**src/rtl/text_grid_engine.sv**
```systemverilog
// Character cell buffer for the glyph renderer: a GRID_COL x GRID_ROW array of {bg, fg, ascii}
// cells with a blinking cursor overlay and one-cell-per-cycle clear and scroll sweeps.
module text_grid_engine #(
   parameter int GRID_COL     = 10,
   parameter int GRID_ROW     = 5,
   parameter int ASCII_WIDTH  = 8,
   parameter int COLOR_WIDTH  = 4,
   parameter int SCROLL_EN    = 1,
   parameter int CURSOR_CHAR  = 127,
   parameter int BLINK_FRAMES = 30,
   localparam int XW = $clog2(GRID_COL),
   localparam int YW = $clog2(GRID_ROW),
   localparam int W  = ASCII_WIDTH + 2*COLOR_WIDTH
) (
   input  logic                   clk_pix,
   input  logic                   rst_n,
   input  logic                   in_valid,
   output logic                   in_ready,
   input  logic [ASCII_WIDTH-1:0] ascii,
   input  logic [COLOR_WIDTH-1:0] colorIndexF,
   input  logic [COLOR_WIDTH-1:0] colorIndexB,
   input  logic                   frame_tick,
   input  logic [XW-1:0]          rd_x,
   input  logic [YW-1:0]          rd_y,
   output logic [W-1:0]           rd_data,
   output logic [XW-1:0]          cursor_x,
   output logic [YW-1:0]          cursor_y,
   output logic                   busy
);
   localparam int N          = GRID_COL*GRID_ROW;
   localparam int AW         = $clog2(N);
   localparam int CW         = (BLINK_FRAMES > 1) ? $clog2(BLINK_FRAMES) : 1;
   localparam int BLINK_LAST = (BLINK_FRAMES > 0) ? BLINK_FRAMES-1 : 0;
   localparam int CLR_W      = 2*COLOR_WIDTH;

   localparam logic [AW-1:0] COL_A     = AW'(GRID_COL);
   localparam logic [AW-1:0] LAST_A    = AW'(N-1);
   localparam logic [AW-1:0] SHIFT_END = AW'(N-GRID_COL);
   localparam logic [XW-1:0] LAST_X    = XW'(GRID_COL-1);
   localparam logic [YW-1:0] LAST_Y    = YW'(GRID_ROW-1);

   localparam logic [ASCII_WIDTH-1:0] C_LEFT  = ASCII_WIDTH'(8'h11);
   localparam logic [ASCII_WIDTH-1:0] C_UP    = ASCII_WIDTH'(8'h12);
   localparam logic [ASCII_WIDTH-1:0] C_DOWN  = ASCII_WIDTH'(8'h13);
   localparam logic [ASCII_WIDTH-1:0] C_RIGHT = ASCII_WIDTH'(8'h14);
   localparam logic [ASCII_WIDTH-1:0] C_ENTER = ASCII_WIDTH'(8'h0D);
   localparam logic [ASCII_WIDTH-1:0] C_FF    = ASCII_WIDTH'(8'h0C);
   localparam logic [ASCII_WIDTH-1:0] C_BS    = ASCII_WIDTH'(8'h7F);

   typedef enum logic [1:0] {S_IDLE, S_CLEAR, S_SCROLL} state_t;

   state_t           state_q, state_d;
   logic [AW-1:0]    idx_q, idx_d;
   logic [XW-1:0]    cur_x_q, cur_x_d;
   logic [YW-1:0]    cur_y_q, cur_y_d;
   logic [CLR_W-1:0] blank_q, blank_d;
   logic             vis_q, vis_d;
   logic [CW-1:0]    blink_cnt_q, blink_cnt_d;
   logic [W-1:0]     rd_data_q, rd_data_d;
   logic             in_ready_q, in_ready_d;
   logic             busy_q, busy_d;
   logic [W-1:0]     mem_q [N];

   logic             mem_we;
   logic [AW-1:0]    mem_addr, cur_a, left_a, src_a, rd_a;
   logic [W-1:0]     mem_wdata, rd_cell;
   logic [XW-1:0]    left_x;
   logic [YW-1:0]    left_y;
   logic [CLR_W-1:0] cmd_col;
   logic             rd_in;

   // Handshake: a command transfers on a rising edge where in_valid && in_ready; in_ready is
   // high only in IDLE, and ascii/colours are sampled on that same edge.
   always_comb begin
      state_d   = state_q;
      idx_d     = idx_q;
      cur_x_d   = cur_x_q;
      cur_y_d   = cur_y_q;
      blank_d   = blank_q;
      mem_we    = 1'b0;
      mem_addr  = '0;
      mem_wdata = '0;
      cmd_col   = {colorIndexB, colorIndexF};
      cur_a     = AW'(cur_x_q) + COL_A * AW'(cur_y_q);
      left_a    = (cur_a == '0) ? LAST_A : cur_a - 1'b1;
      src_a     = (idx_q < SHIFT_END) ? idx_q + COL_A : idx_q;
      left_x    = (cur_x_q == '0) ? LAST_X : cur_x_q - 1'b1;
      left_y    = (cur_x_q != '0) ? cur_y_q : ((cur_y_q == '0) ? LAST_Y : cur_y_q - 1'b1);
      case (state_q)
         S_IDLE: begin
            if (in_valid && in_ready_q) begin
               case (ascii)
                  C_LEFT: begin
                     cur_x_d = left_x;
                     cur_y_d = left_y;
                  end
                  C_RIGHT: begin
                     if (cur_x_q != LAST_X) cur_x_d = cur_x_q + 1'b1;
                     else begin
                        cur_x_d = '0;
                        cur_y_d = (cur_y_q == LAST_Y) ? '0 : cur_y_q + 1'b1;
                     end
                  end
                  C_UP: cur_y_d = (cur_y_q == '0) ? LAST_Y : cur_y_q - 1'b1;
                  C_DOWN, C_ENTER: begin
                     if (ascii == C_ENTER) cur_x_d = '0;
                     if (cur_y_q != LAST_Y) cur_y_d = cur_y_q + 1'b1;
                     else if (SCROLL_EN != 0) begin
                        state_d = S_SCROLL;
                        idx_d   = '0;
                        blank_d = cmd_col;
                     end else cur_y_d = '0;
                  end
                  C_BS: begin
                     cur_x_d   = left_x;
                     cur_y_d   = left_y;
                     mem_we    = 1'b1;
                     mem_addr  = left_a;
                     mem_wdata = {cmd_col, {ASCII_WIDTH{1'b0}}};
                  end
                  C_FF: begin
                     state_d = S_CLEAR;
                     idx_d   = '0;
                     cur_x_d = '0;
                     cur_y_d = '0;
                     blank_d = cmd_col;
                  end
                  default: begin
                     mem_we    = 1'b1;
                     mem_addr  = cur_a;
                     mem_wdata = {cmd_col, ascii};
                     if (cur_x_q != LAST_X) cur_x_d = cur_x_q + 1'b1;
                     else begin
                        cur_x_d = '0;
                        if (cur_y_q != LAST_Y) cur_y_d = cur_y_q + 1'b1;
                        else if (SCROLL_EN != 0) begin
                           state_d = S_SCROLL;
                           idx_d   = '0;
                           blank_d = cmd_col;
                        end else cur_y_d = '0;
                     end
                  end
               endcase
            end
         end
         S_CLEAR, S_SCROLL: begin
            mem_we    = 1'b1;
            mem_addr  = idx_q;
            mem_wdata = {blank_q, {ASCII_WIDTH{1'b0}}};
            if (state_q == S_SCROLL && idx_q < SHIFT_END) mem_wdata = mem_q[src_a];
            if (idx_q == LAST_A) begin
               state_d = S_IDLE;
               idx_d   = '0;
            end else idx_d = idx_q + 1'b1;
         end
         default: state_d = S_CLEAR;
      endcase
      in_ready_d = (state_d == S_IDLE);
      busy_d     = (state_d != S_IDLE);
   end

   always_comb begin
      vis_d       = vis_q;
      blink_cnt_d = blink_cnt_q;
      if (BLINK_FRAMES != 0 && frame_tick) begin
         if (blink_cnt_q == CW'(BLINK_LAST)) begin
            blink_cnt_d = '0;
            vis_d       = ~vis_q;
         end else blink_cnt_d = blink_cnt_q + 1'b1;
      end
   end

   // The cursor glyph is overlaid only while idle so sweeps show raw contents.
   always_comb begin
      rd_in     = (int'(rd_x) < GRID_COL) && (int'(rd_y) < GRID_ROW);
      rd_a      = rd_in ? AW'(rd_x) + COL_A * AW'(rd_y) : '0;
      rd_cell   = mem_q[rd_a];
      rd_data_d = '0;
      if (rd_in) begin
         rd_data_d = rd_cell;
         if (rd_x == cur_x_q && rd_y == cur_y_q && vis_q && state_q == S_IDLE)
            rd_data_d[ASCII_WIDTH-1:0] = ASCII_WIDTH'(CURSOR_CHAR);
      end
   end

   always_ff @(posedge clk_pix or negedge rst_n) begin
      if (!rst_n) begin
         state_q     <= S_CLEAR;
         idx_q       <= '0;
         cur_x_q     <= '0;
         cur_y_q     <= '0;
         blank_q     <= '0;
         vis_q       <= 1'b1;
         blink_cnt_q <= '0;
         rd_data_q   <= '0;
         in_ready_q  <= 1'b0;
         busy_q      <= 1'b1;
      end else begin
         state_q     <= state_d;
         idx_q       <= idx_d;
         cur_x_q     <= cur_x_d;
         cur_y_q     <= cur_y_d;
         blank_q     <= blank_d;
         vis_q       <= vis_d;
         blink_cnt_q <= blink_cnt_d;
         rd_data_q   <= rd_data_d;
         in_ready_q  <= in_ready_d;
         busy_q      <= busy_d;
      end
   end

   always_ff @(posedge clk_pix) begin
      if (mem_we) mem_q[mem_addr] <= mem_wdata;
   end

   assign in_ready = in_ready_q;
   assign busy     = busy_q;
   assign rd_data  = rd_data_q;
   assign cursor_x = cur_x_q;
   assign cursor_y = cur_y_q;
endmodule

```
**config.mk**
```make
export PLATFORM = sky130hd
export DESIGN_NAME = text_grid_engine
export DESIGN_NICKNAME = d
export VERILOG_FILES = /design/src/rtl/text_grid_engine.sv
export SDC_FILE = /design/constraint.sdc
export NUM_CORES = 1
export LEC_CHECK = 0
export ABC_CLOCK_PERIOD_IN_PS = 4800
export BUFFER_PORTS_ARGS = -buffer_cell sky130_fd_sc_hd__clkbuf_2
export CAP_MARGIN = 20
export CORE_MARGIN = 5
export CORE_UTILIZATION = 55
export CTS_CLUSTER_DIAMETER = 120
export DETAILED_ROUTE_END_ITERATION = 8
export PLACE_DENSITY_LB_ADDON = 0.3
export SLEW_MARGIN = 20
export SYNTH_ARGS = -nofsm -noshare
export SYNTH_HDL_FRONTEND = slang
export SYNTH_SLANG_ARGS = --single-unit
```
**constraint.sdc**
```tcl
create_clock -name clk_pix -period 4.8 [get_ports clk_pix]
set_input_delay 0.48 -clock clk_pix [delete_from_list [all_inputs] [get_ports clk_pix]]
set_output_delay 0.48 -clock clk_pix [all_outputs]
set_load 0.01 [all_outputs]
```
==> metrics <==
power density over the cells 518 mW/mm^2; area of the mapped netlist 0.0426 mm^2; port bufs 51; commonest cells in the netlist edfxtp_1 (800), nand2_1 (599), nor2_1 (214); Max stage delay on crit path just over 0.9 ns; final instance area approximately 0.049 mm^2; FF-to-FF path depth 11; Final period util 0.993; core area just under 0.08 mm^2; DRT Pass-1 Iters 8; WP buf/inv 3; CP endpoint kind flop; H-Tree Level Count 3; worst slack, placed 0.319 ns; vias in the first global route roughly 33000; Hold Path Class input pin to async pin; fmax about 210 MHz; Seq/Total Area, Yosys 0.591; num rows 102; first-pass GRT wire length 239 mm; routed len/inst 35.8 um; DRT iter0 DRCs 5716; CTS tree yes; EDFF count, synth 800; DRT antenna net count 0; gr ovfl total 0; num ports 52; mux cell area share after synthesis 0.121; Post-Place Cell Area 0.0461 mm^2; die width 288 um; largest net degree at the start of global routing 103; final setup margin 0.0355 ns; Worst R2R End mem_q[14][4]$_DFFE_PP_; routed via count about 35000; outcome complete, no violations; Synth Area in Adders 0.00798; cell count after synthesis roughly 3500; initial antenna violation count 4; CP Launch Type flop; crit-path cells ha_1 -> inv_1 -> o21ai_4 -> buf_4 -> nor3_1 -> and3_1 -> a31oi_1 -> a31oi_1 -> a21oi_1 -> a22o_1 -> buf_12; Compound-Gate Fraction of Synth Area 0.121; Synth area leader edfxtp_1; IR drop worst, VDD 0.000376 V; Layout Skew 0.0369 ns; reg2reg setup slack 0.04 ns; most frequent CP cell a31oi_1; Via density 7.31; Root Buffer clkbuf_16; #FFs+latches synth 847; worst path required time 5.25 ns; main combinational cell family by area after synthesis simple AND/OR/NAND/NOR gates; most area-consuming cells after synthesis edfxtp_1 (56%), mux4_2 (8.0%), nand2_1 (5.3%); WS Path Type flop to flop; Hold Vio Cnt, Final 0; Netlist cell types 85; Crit path max-delay family compound AO/OA/AOI/OAI gates; slew of the pin with the lowest slew margin 1.21 ns; top-area cell type share of the netlist area 0.563; xor and xnor area share after synthesis 0.00511; Synth Warn # 0; Num CTS Buffers 90; ys async rst share 0.0555; simple-gate area share of the yosys netlist 0.128; global placement routability congestion 1.06; critical path fanouts, max 50; Longest Clk Path Bufs 3; max_cap viols 0; # hold bufs at CTS 0; Leak 16.8 nW; final wirelength 170 mm; syn nets 3520; CP arrival 5.22 ns; Resize count post-CTS 0; Die ar. 0.0832 mm^2; Layout area overhead 14.9%; RSZ-0062 raised after global routing false; syn_area_per_cell 12.3 um^2; Clock Latency Late Sink 0.67 ns; Post-CTS Setup Repair Bufs 0; Sum Neg Setup Slack 0 ns; most frequent cell after synthesis edfxtp_1; fin nets 3668; Synth Flop Type edfxtp_1; CTS clk-pin slew, worst paths 0.06 ns; RR Startpoint idx_q[1]$_DFFE_PN0P_; Slew Limit Headroom 0.187; Final HPWL DP 115 mm; Final min period 4.76 ns; # clock sinks 847; Global Route Usage Sum 0.402; Die Span Y between 200 and 300 um; Initial Utilization 0.552; share of cells above drive strength 1 0.206; Final Setup Violations 0; Max Slew Vio Count 0; # DRC 0; CP max stage cell o21ai_4
layer usage:
layer	global-route usage	vias to the layer above	share of wire	routed length (um)
met3	0.122	629	0.15	25200
met1	0.547	16900	0.36	60500
met5	0	-	0.00012	21
met2	0.581	3096	0.42	71900
li1	-	13900	-	-
met4	0.223	4	0.071	12000
metrics by stage:
| stage | hold WS, ns | utilization | std cells | total power, mW |
|---|---|---|---|---|
| finish | 0.0180 | 0.634 | 4729 | 25.4 |
| global route | 0.0623 | 0.634 | 4728 | 25.9 |
| CTS | 0.0113 | 0.634 | 4728 | 25.0 |
| detailed placement | 0.503 | 0.596 | 4563 | 18.1 |
| global placement | 0.491 | 0.596 | 4563 | 18.0 |
| floorplan | 0.184 | - | 3467 | 14.2 |
cell usage in the layout, fill, tap and decap left out, types with 35 or more instances in the layout:
master	n
a211oi_1	42
a21oi_1	106
a311oi_1	43
a31oi_1	56
a32oi_1	37
buf_12	46
buf_4	220
clkbuf_16	93
clkbuf_2	50
dfrtp_1	42
edfxtp_1	800
mux2_2	48
mux2i_1	118
mux4_2	152
nand2_1	598
nand3_1	135
nor2_1	165
nor2_2	49
nor3_1	78
o211ai_1	35
o21ai_0	101
o22ai_1	103
flip-flops by register name (all words and copies together), names as in the netlist:
register     flops
blank_q          8
blink_cnt_q      5
busy             1
cursor_x         4
cursor_y         3
idx_q            6
in_ready         1
mem_q          800
rd_data         16
state_q          2
vis_q            1
layout make-up:
| type | instances | area [um^2] |
|---|---|---|
| fillers | 5788 | 28200 |
| well taps | 1040 | 1300 |
| repair buffers | 317 | 2840 |
| flip-flops and latches | 847 | 25200 |
| clock buffers | 109 | 2430 |
| multi-input cells | 2334 | 16600 |
| inverters | 25 | 93.8 |
| clock inverters | 56 | 499 |
| diodes | 1 | 2.50 |
how the worst max path moves through the flow:
stage / startpoint / end / depth (start not counted)
2_1_floorplan: idx_q[2]$_DFFE_PN0P_ / mem_q[0][8]$_DFFE_PP_ / 12
3_3_place_gp: idx_q[3]$_DFFE_PN0P_ / mem_q[13][4]$_DFFE_PP_ / 10
3_5_place_dp: idx_q[3]$_DFFE_PN0P_ / mem_q[11][4]$_DFFE_PP_ / 10
4_1_cts: idx_q[3]$_DFFE_PN0P_ / mem_q[9][4]$_DFFE_PP_ / 10
5_1_grt: idx_q[2]$_DFFE_PN0P_ / mem_q[9][4]$_DFFE_PP_ / 10
6_report: idx_q[1]$_DFFE_PN0P_ / mem_q[14][4]$_DFFE_PP_ / 11
where the power goes:
group / leakage, nW / total, mW / switching, mW / internal (mW)
registers: 7.91 / 9.76 / 0.436 / 9.32
logic: 7.44 / 8.62 / 5.93 / 2.69
clock network: 1.43 / 6.99 / 3.01 / 3.98
worst register-to-register path, delay by kind of cell, from the launching register on:
| kind | cells | cell delay, ns |
|---|---|---|
| buf+inv | 3 | 0.87 |
| simple gates | 2 | 0.40 |
| compound gates | 5 | 2.47 |
| fa+ha+maj | 1 | 0.36 |
| flops | 1 | 0.40 |
cells by family after synthesis:
| group | after synthesis |
|---|---|
| xor+xnor | 24 |
| buf+inv | 286 |
| flops | 847 |
| simple gates | 1231 |
| mux | 318 |
| compound gates | 735 |
| fa+ha+maj | 26 |
(Power assumes the default switching activity.)
